File: config.mk
export PLATFORM = sky130hd
export DESIGN_NAME = num_detector
export DESIGN_NICKNAME = d
export VERILOG_FILES = /design/src/rtl/num_detector.sv
export SDC_FILE = /design/constraint.sdc
export NUM_CORES = 1
export LEC_CHECK = 0
export ABC_AREA = 1
export BUFFER_PORTS_ARGS = -buffer_cell sky130_fd_sc_hd__buf_2
export CORE_AREA = 8 8 45 47
export DETAILED_ROUTE_END_ITERATION = 8
export DIE_AREA = 0 0 53 55
export SYNTH_ARGS = -nofsm -noshare
export SYNTH_HDL_FRONTEND = slang
export SYNTH_SLANG_ARGS = --single-unit
File: constraint.sdc
create_clock -name clk -period 1 [get_ports clk]
set_input_delay 0.2 -clock clk [delete_from_list [all_inputs] [get_ports clk]]
set_output_delay 0.2 -clock clk [all_outputs]
set_load 0.02 [all_outputs]
File: src/rtl/num_detector.sv
// num_detector: registered 5-bit number classifier driving five property LEDs
module num_detector (
  input  logic       clk,
  input  logic       rst,
  input  logic [4:0] number,
  output logic       LED1,
  output logic       LED2,
  output logic       LED3,
  output logic       LED4,
  output logic       LED5
);
  // Each mask has bit n set when value n has the property
  localparam logic [31:0] PRIME  = 32'hA08A_28AC;
  localparam logic [31:0] DIV3   = 32'h4924_9249;
  localparam logic [31:0] POW2   = 32'h0001_0116;
  localparam logic [31:0] FIB    = 32'h0020_212F;
  localparam logic [31:0] SQUARE = 32'h0201_0213;
  logic [4:0] flags;
  always_comb flags = {PRIME[number], DIV3[number], POW2[number], FIB[number], SQUARE[number]};
  always_ff @(posedge clk)
    {LED1, LED2, LED3, LED4, LED5} <= rst ? 5'b0 : flags;
endmodule

# Word-level counts from Yosys, hierarchy flattened
# Memory sizes are Yosys's and may differ from the RTL's. A register that Yosys moved wholly into a read port is not among the register bits.
# Cells that the tools add are included.
word_totals:
  reg_bits: 0
  rom_bits: 160
  output_inout_bits: 5
  memories: 5
mem_list:
  columns: ["memory", "depth", "word_bits", "read_ports", "rd_clocked_by_memory_dff", "write_ports", "line", "source"]
  rows:
  - ["(no name shown)", 32, 1, 1, 1, 0, "19", "always_comb flags = {PRIME[number], DIV3[number], POW2[number], FIB[number], SQUARE[number]};"]
  - ["(no name shown)", 32, 1, 1, 1, 0, "19", null]
  - ["(no name shown)", 32, 1, 1, 1, 0, "19", null]
  - ["(no name shown)", 32, 1, 1, 1, 0, "19", null]
  - ["(no name shown)", 32, 1, 1, 1, 0, "19", null]

# Depth between registers and ports, before layout
depth:
  depth_word: 0
  ltp_mapped: 8
  mapped_depth_nobuf: 8

# Worst setup path after synthesis
# Ideal clock, no wire load.
synth_timing:
  kind: "input port to flip-flop"
  start: "in number[0]"
  end: "reg LED2"
  t_arrival_ns: 0.889
  required_ns: 0.936
  path_slack_ns: 0.047
  cell_stages: 7
  n_path_buf: 0
  path_cell_list: "inv_1 ha_1 nand2_4 nand2_1 nor2_1 nor2_1 nor2_1"
synth_lines:
  columns: ["element", "line", "source"]
  rows:
  - ["from (decl)", "5", "input logic [4:0] number,"]
  - ["to (decl)", "7", "output logic LED2,"]

==> results.json <==
{
  "slew_headroom_pct": 82.8,
  "routedWlPerCell_um": 9.42,
  "layout_commonest_cell": "nand2_1",
  "track_usage_pct": 6.61,
  "endpoint_kind": "register",
  "clk_pin_slew_ns": 0.04,
  "ant_nets": 0,
  "ir_drop_uv": 285,
  "drtPass1Iterations": 2,
  "arrival_ns": 1.04,
  "cts_root_buf": "clkbuf_4",
  "coreArea_mm2": 0.00138,
  "post-route-period-util_pct": 91.6,
  "initial_utilization_pct": 31.8,
  "grt_max_degree": 11,
  "ys_warn_count": 0,
  "fill_cells": 160,
  "grt_pass1_vias": 393,
  "die_h_um": 55,
  "viasPerCell": 4.52,
  "post_cts_buffers": 0,
  "cts_tree": "yes",
  "crit_required_ns": 1.13,
  "dp.cells": 95,
  "vias": 447,
  "syn_area_per_cell_um2": 6.48,
  "overflow": 0,
  "portBuffers": 11,
  "synth_top_area_share_pct": 22.7,
  "setup_viol": 0,
  "antenna_found_initial": 0,
  "hold_start": "rst",
  "grt_first_pass_wirelength_um": 1450,
  "cellPowerDensity_mw_per_mm2": 1110,
  "hp-class": "in2reg",
  "met1Wirelength_um": 454,
  "synth_top_family_by_area": "simple AND/OR/NAND/NOR gates",
  "drv_cap": 0,
  "final_hold_viol_count": 0,
  "dieWidth_um": 53,
  "drtIter0Drc": 6,
  "worstSetupPathType": "in2reg",
  "routed.top_layer": "met3",
  "gp_congestion": 0.831,
  "antennaDiodeCount": 0,
  "synth_compound_area_share_pct": 12.2,
  "cts_sinks": 5,
  "cts_hold_buf": 0,
  "drc": 0,
  "cts_buffers": 3,
  "hold_depth": 2,
  "synth_xor_area_share_pct": 0,
  "yosysUniqueCellTypes": 17,
  "syn_to_final_growth_pct": 24.1,
  "wl_met3_um": 68,
  "layout_common_cells": "18 x nand2_1, 11 x buf_2, 9 x inv_1, 9 x nor2_1",
  "status": "complete, no violations",
  "cts_max_level": 1,
  "syn-num-nets": 79,
  "worst-slew-pin-transition_ns": 0.258,
  "ys_seq_elements": 5,
  "fmax_ghz": 1.09,
  "dp_hpwl_um": 765,
  "synth_area_um2": 440,
  "synth-simple-area-share_pct": 38.1,
  "stdcell_count": 99,
  "slew_violations": 0,
  "yosysTopAreaCell": "dfxtp_1",
  "drive_gt1_share_pct": 30.1,
  "finalPower_mw": 0.608,
  "met2_wirelength_um": 409,
  "io_pins": 12,
  "wl_um": 933,
  "min_to": "LED1$_SDFF_PP0_",
  "netlist_instances": 68,
  "cts_buffer_depth": 2,
  "synthTopCellsByArea": "dfxtp_1 23%, nand2_1 15%, ha_1 11%",
  "p_leak_nw": 0.301,
  "yosysSeqAreaShare_pct": 22.7,
  "rows": 14,
  "fin_nets": 95,
  "synthAdderAreaFrac_pct": 11.4,
  "start_kind": "input pin",
  "muxShareOfSynthArea_pct": 0,
  "crit_fanout": 3,
  "fin_crit_ns": 0.916,
  "die-area_mm2": 0.00292
}
==> flip-flops by register name, summed over array words and instances, names as in the netlist <==
register and count:
LED1 1, LED2 1, LED3 1, LED4 1, LED5 1
==> synth_stat cells, drive strengths merged <==
master	instances
inv	11
o21ai	4
nand2	20
dfxtp	5
nand3	5
nor2	12
a211oi	1
buf	2
o211ai	1
ha	4
a21oi	3
==> report_power, final <==
group	switching, mW	internal, mW	leakage [nW]
clock network	0.0714	0.150	0.0150
registers	0.00210	0.212	0.0411
logic	0.107	0.0656	0.245
==> how the worst max path moves through the flow <==
stage | start | to | slack [ns] | cells past startpoint
2_1_floorplan | number[0] | LED2$_SDFF_PP0_ | 0.05 | 7
3_3_place_gp | number[0] | LED2$_SDFF_PP0_ | -0.15 | 8
3_5_place_dp | number[0] | LED2$_SDFF_PP0_ | -0.16 | 8
4_1_cts | number[0] | LED2$_SDFF_PP0_ | 0.08 | 8
5_1_grt | number[1] | LED2$_SDFF_PP0_ | -0.006 | 9
6_report | number[1] | LED2$_SDFF_PP0_ | 0.08 | 9
==> stage by stage <==
stage          instance area, um2  hold WS (ns)  setup slack [ns]  setup TNS, ns  utilization [%]
3_3_place_gp                  508         0.433            -0.155         -0.514             36.7
6_report                      547         0.179            0.0839              0             39.5
3_5_place_dp                  508         0.423            -0.164         -0.542             36.7
2_1_floorplan                 440         0.262            0.0471              0                -
4_1_cts                       534         0.172            0.0839              0             38.6
5_1_grt                       547         0.175          -0.00608       -0.00608             39.5
==> repair_timing <==
action,4_1_cts,5_1_grt
setup endpoints to repair,0,1
endpoints found under the hold margin,0,0
resized for setup,0,1
==> kinds of logic after synthesis <==
family,Yosys count
and+or+nand+nor,37
buffers and inverters,13
AOI/OAI and AO/OA,9
DFF,5
adders and majority gates,4
==> final cells by class <==
class | instances | area, um2 | share of cell area (%)
multi-input combinational | 50 | 284 | 51.9
sequential | 5 | 100 | 18.3
timing repair buffer | 13 | 70.1 | 12.8
inverter | 11 | 46.3 | 8.47
clock buffer | 4 | 26.3 | 4.81
tap | 16 | 20.0 | 3.66
==> metal layers <==
layer / vias up / track usage, %
met5: - / 0
li1: 238 / -
met2: 11 / 9.77
met3: 0 / 1.60
met4: 0 / 5.17
met1: 198 / 8.05
==> critical path, stage by stage <==
cell and delay [ns]:
buf_2 0.10, inv_1 0.09, ha_1 0.24, nand2_4 0.08
nor2_2 0.03, nor2_1 0.12, nand3_1 0.08, nand2_1 0.06
nor2_1 0.03
(Power assumes the default switching activity.)
